==> src/rtl/keypad_digit_entry_pkg.sv <==
// Shared types and constants for the keypad digit entry front-end.
package keypad_digit_entry_pkg;

  localparam int KEY_W = 10;

  typedef logic [3:0] bcd_t;

  localparam bcd_t MAX_SECONDS_TENS = 4'd5;

  typedef enum logic [1:0] {IDLE, PRESS_DB, HELD, RELEASE_DB} db_state_t;

  typedef struct packed {
    logic valid;
    bcd_t code;
  } key_code_t;

  // Exactly one line high gives a valid code; none or several read as released.
  function automatic key_code_t encode_key(input logic [KEY_W-1:0] keys);
    key_code_t r;
    int        n;
    r = '0;
    n = 0;
    for (int i = 0; i < KEY_W; i++) begin
      if (keys[i]) begin
        n++;
        r.code = bcd_t'(i);
      end
    end
    r.valid = (n == 1);
    return r;
  endfunction

endpackage

==> src/rtl/keypad_digit_entry_key_debouncer.sv <==
// Synchronizes the raw keypad, decodes it and emits one press strobe per debounced press.
module keypad_digit_entry_key_debouncer
  import keypad_digit_entry_pkg::*;
#(
  parameter int DEBOUNCE_CYCLES = 4
) (
  input  logic             clk,
  input  logic             rst,
  input  logic [KEY_W-1:0] keypad,
  output logic             press,
  output logic [3:0]       code
);

  localparam logic [7:0] DB_N = 8'(DEBOUNCE_CYCLES);

  logic [KEY_W-1:0] sync1, sync2;
  db_state_t        state;
  logic [7:0]       cnt;
  bcd_t             cand;
  key_code_t        enc;
  logic             stable;

  assign enc    = encode_key(sync2);
  assign stable = enc.valid && (enc.code == cand);
  assign press  = (state == PRESS_DB) && stable && (cnt == DB_N);
  assign code   = cand;

  always_ff @(posedge clk or posedge rst) begin
    if (rst) begin
      sync1 <= '0;
      sync2 <= '0;
      state <= IDLE;
      cnt   <= '0;
      cand  <= '0;
    end else begin
      sync1 <= keypad;
      sync2 <= sync1;
      case (state)
        IDLE: if (enc.valid) begin
          state <= PRESS_DB;
          cnt   <= '0;
          cand  <= enc.code;
        end
        PRESS_DB: begin
          if (!stable)             state <= IDLE;
          else if (cnt == DB_N)    state <= HELD;
          else                     cnt   <= cnt + 8'd1;
        end
        // A code change while held is the same press; only a release ends it.
        HELD: if (!enc.valid) begin
          state <= RELEASE_DB;
          cnt   <= '0;
        end
        RELEASE_DB: begin
          if (enc.valid)           state <= HELD;
          else if (cnt == DB_N)    state <= IDLE;
          else                     cnt   <= cnt + 8'd1;
        end
        default: state <= IDLE;
      endcase
    end
  end

endmodule

==> src/rtl/keypad_digit_entry.sv <==
// Keypad to countdown digit loader: debounce, then validate each press against m:ss limits.
module keypad_digit_entry
  import keypad_digit_entry_pkg::*;
#(
  parameter int DEBOUNCE_CYCLES = 4,
  parameter int MAX_DIGITS      = 3
) (
  input  logic             clk,
  input  logic             clear,
  input  logic [KEY_W-1:0] keypad,
  input  logic             entry_en,
  input  logic             clear_entry,
  output logic [3:0]       digit,
  output logic             load,
  output logic             reject,
  output logic [1:0]       digits_entered
);

  localparam logic [1:0] MAX_D = 2'(MAX_DIGITS);

  logic press;
  bcd_t key_code;
  bcd_t shadow;

  keypad_digit_entry_key_debouncer #(.DEBOUNCE_CYCLES(DEBOUNCE_CYCLES)) u_db (
    .clk    (clk),
    .rst    (clear),
    .keypad (keypad),
    .press  (press),
    .code   (key_code)
  );

  always_ff @(posedge clk or posedge clear) begin
    if (clear) begin
      digit          <= '0;
      load           <= 1'b0;
      reject         <= 1'b0;
      digits_entered <= '0;
      shadow         <= '0;
    end else begin
      load   <= 1'b0;
      reject <= 1'b0;
      if (clear_entry) begin
        digits_entered <= '0;
        shadow         <= '0;
      end else if (press && entry_en) begin
        if (digits_entered == 2'd0 && key_code == 4'd0) begin
          // leading zero carries no information
        end else if (digits_entered == MAX_D) begin
          reject <= 1'b1;
        end else if (digits_entered != 2'd0 && shadow > MAX_SECONDS_TENS) begin
          // current units would shift into tens-of-seconds
          reject <= 1'b1;
        end else begin
          load           <= 1'b1;
          digit          <= key_code;
          shadow         <= key_code;
          digits_entered <= digits_entered + 2'd1;
        end
      end
    end
  end

endmodule

==> config.mk <==
export PLATFORM = sky130hd
export DESIGN_NAME = keypad_digit_entry
export DESIGN_NICKNAME = d
export VERILOG_FILES = /design/src/rtl/keypad_digit_entry_pkg.sv /design/src/rtl/keypad_digit_entry_key_debouncer.sv /design/src/rtl/keypad_digit_entry.sv
export SDC_FILE = /design/constraint.sdc
export NUM_CORES = 1
export LEC_CHECK = 0
export CAP_MARGIN = 20
export CORE_UTILIZATION = 25
export CTS_CLUSTER_DIAMETER = 150
export CTS_CLUSTER_SIZE = 10
export DETAILED_ROUTE_END_ITERATION = 8
export RECOVER_POWER = 100
export SLEW_MARGIN = 20
export SYNTH_ARGS = -nofsm -noshare
export SYNTH_HDL_FRONTEND = slang
export SYNTH_SLANG_ARGS = --single-unit
==> constraint.sdc <==
create_clock -name clk -period 10.78 [get_ports clk]
set_input_delay 2.695 -clock clk [delete_from_list [all_inputs] [get_ports clk]]
set_output_delay 2.695 -clock clk [all_outputs]
set_load 0.02 [all_outputs]
==> metrics.md <==
| Metric | Value |
|---|---|
| Drt pass-1 iters | 4 |
| Starting Density | between 20% and 30% |
| Nets | ~350 |
| CP Capture Type | flip-flop |
| CTS buffer count | 5 |
| Fin crit share | ~72% |
| Routed vias | about 2,300 |
| DIE AREA | around 12,000 um2 |
| Max Slew Vio Count | 46 |
| Final Setup Violations | 0 |
| Setup ws final | 2.98 ns |
| Pwr dens | ~180 nW/um2 |
| Die span in x | between 100 and 150 um |
| Synthesized cell area | a little under 3000 um2 |
| Sequential fraction of the synthesis area | 38.0% |
| Netlist cell types | 68 |
| Vias per std cell | between 4 and 5 |
| Mean post-synth cell area | 9.53 um2 |
| I/O pin cnt | 22 |
| PortBufs | 21 |
| Chip height | approximately 110 um |
| Post-DP Area | between 3000 and 4000 um2 |
| CTS clk-pin slew, worst paths | roughly 0.070 ns |
| Worst hold slack | around 0.35 ns |
| Final Core Density | just under 30% |
| Critical Path AT | approximately 8 ns |
| CP peak stage delay | between 0.5 and 0.6 ns |
| Worst-Skew Late Latency | 0.30 ns |
| Status | complete, but fails checks |
| Final ANT Viol Nets | 0 |
| Max-Cap Viols | 1 |
| Clk buf depth | 2 |
| Post-CTS Setup Bufs | 0 |
| Post-synth ARST share | 100% |
| Routed WL | 6070 um |
| Largest net degree at the start of global routing | 46 |
| Clk root buf | clkbuf_16 |
| Family with the most delay on the worst path | adder cells |
| DP HPWL | 4440 um |
| Area grow syn2layout | 13.9% |
| Highest clock rate | approximately 130 MHz |
| CTS Hold Bufs | 0 |
| Worst-margin pin slew | between 1.5 and 2 ns |
| Drt initial violations | ~180 |
| Cts repair resizes | 0 |
| Tot GR Track Use | a little over a tenth |
| Core footprint | roughly 11,000 um2 |
| FF+latch count, synth | 45 |
| CP dominant cell by count | ha_1 |
| RSZ-0062 raised after global routing | false |
| Total clock sinks | 45 |
| Top FF cell, synth | dfrtp_1 |
| WP data required | 11.02 ns |
| DP Worst Slack | ~3.4 ns |
| Setup TNS | 0 ns |
| Setup CP Type | reg -> reg |
| WP buf/inv | 4 |
| First-pass GRT wire length | about 11,000 um |
| Vias in the first global route | about 2,300 |
| CP startpoint kind | flip-flop |
| Synthesized net count | about 340 |
| Slew headroom | -30.4% |
| VDD IR max | approximately 0.055 mV |
| Fin area | 3370 um2 |
| Crit path max fanout | 9 |
| GRT overflow | 0 |
| Fin. Hold Viols | 0 |
| Cell count after synthesis | 311 |
| ANT cells | 0 |
| H-tree depth | 2 |
| Slowest cell on the critical path | nor3_1 |
| Initial antenna violation count | 0 |
| Leak pwr | 1.36 nW |
| YS warnings | 0 |
| DR DRC count | 0 |
| Wire length per cell | 12.9 um |
| Routability-driven placement congestion ratio | between 0.8 and 0.9 |
| Final worst path period need | 7.80 ns |
| CTS tree | done |
| Failing checks | capacitance limit, slew limit |
| Layout cells sized above 1 | 9.45% |
| # rows | 39 |
| Post-synth EDFFs | 0 |
| Min-delay worst type | reg -> reg |
| Clk_skew | 0.00972 ns |
==> worst register-to-register path, delay by kind of cell, from the launching register on <==
kind | cells | cell delay (ns)
adder cells (fa/ha/maj) | 8 | 2.51
AND/OR/NAND/NOR | 8 | 1.63
AO/OA/AOI/OAI | 8 | 1.55
multiplexers | 3 | 0.87
XOR/XNOR | 1 | 0.48
flip-flops | 1 | 0.35
buffers and inverters | 4 | 0.35
==> metal layers <==
metal | wire [um] | track usage (%) | share of wire (%) | vias up
met4 | 184 | 5.87 | 3.0 | 0
li1 | - | - | - | 1154
met2 | 2870 | 17.5 | 47 | 46
met1 | 2800 | 13.2 | 46 | 1110
met5 | 0 | 0 | 0 | -
met3 | 218 | 2.52 | 3.6 | 13
==> stage by stage <==
stage / cells / power [mW]
after CTS: 471 / 0.621
after floorplan: 311 / 0.414
after detailed placement: 463 / 0.463
after global placement: 463 / 0.456
final: 471 / 0.608
after global routing: 471 / 0.656
==> cell families after synthesis <==
family / synth area share, %
AND/OR/NAND/NOR: 21.1
AO/OA/AOI/OAI: 16.8
flip-flops: 38.0
buffers and inverters: 5.41
XOR/XNOR: 8.87
adder cells (fa/ha/maj): 5.83
multiplexers: 4.05
==> final cells by class <==
type / count / area, um2
multi-input combinational: 234 / 1640
timing repair buffer: 21 / 210
inverter: 20 / 76.3
clock inverter: 3 / 22.5
fill: 1157 / 8090
clock buffer: 5 / 125
tap: 143 / 179
sequential: 45 / 1130
==> power by group <==
group,internal (mW),switching (mW)
logic,0.0993,0.144
registers,0.186,0.0249
clock network,0.0858,0.0673
==> sequential cells by signal (all words and copies together), names as in the netlist <==
name            cells
u_db.sync1         10
u_db.sync2         10
u_db.cnt            8
digit               4
u_db.code           4
shadow              3
digits_entered      2
u_db.state          2
load                1
reject              1
==> path summary, 6_finish.rpt <==
| kind | cells after the start | slack [ns] | end | from |
|---|---|---|---|---|
| min reg2reg | 0 | 0.35 | u_db.sync2[3] | u_db.sync1[3] |
| min | 0 | 0.35 | u_db.sync2[3] | u_db.sync1[3] |
| max | 32 | 2.98 | shadow[2] | u_db.sync2[0] |
| max in group asynchronous | 2 | 6.54 | reject | clear |
| max reg2reg | 32 | 2.98 | shadow[2] | u_db.sync2[0] |
| min in group asynchronous | 2 | 3.36 | u_db.sync1[6] | clear |
==> cell usage after synthesis (all sizes together) (2+ instances only) <==
master,number,area (um2)
and4bb,2,25.0
nand3,10,50.1
clkbuf,5,38.8
or2,2,12.5
a211oi,6,50.1
ha,13,163
xnor2,15,154
nor3,10,55.1
a2111oi,2,23.8
and2,3,18.8
buf,7,46.3
xnor3,2,47.6
nor2b,2,12.5
a32o,4,40.0
and3,7,48.8
nand4,5,46.3
mux2,7,90.1
xor2,7,61.3
nor4b,2,17.5
o21a,3,22.5
a21oi,19,95.1
nor4,3,18.8
o21ai,13,68.8
nand2b,2,12.5
mux2i,3,30.0
nand3b,3,22.5
a221oi,3,26.3
o31ai,3,27.5
o21bai,3,22.5
nor3b,4,30.0
or4,2,15.0
inv,20,75.1
dfrtp,45,1130
nand2,31,119
nor2,25,93.8
==> cells in the final DEF (no fill, tap or decap), types with 3 or more instances in the layout <==
cell type      Yosys  routed
dfrtp_1           45      45
nand2_1           30      31
nor2_1            25      25
inv_1             20      19
a21oi_1           19      19
dlygate4sd3_1      0      19
xnor2_1           12      13
ha_1              13      13
o21ai_0           10      11
nand3_1           10      10
nor3_1             9      10
xor2_1             7       7
nand4_1            4       5
a211oi_1           5       5
mux2_2             4       5
clkbuf_16          0       5
and3_2             4       4
nor3b_1            4       4
a32o_1             4       4
a221oi_1           3       3
nand3b_1           3       3
and2_1             3       3
o21bai_1           3       3
and3_1             3       3
o21a_1             3       3
nor4_1             3       3
mux2i_1            3       3
clkinvlp_4         0       3
(Power assumes the default switching activity.)
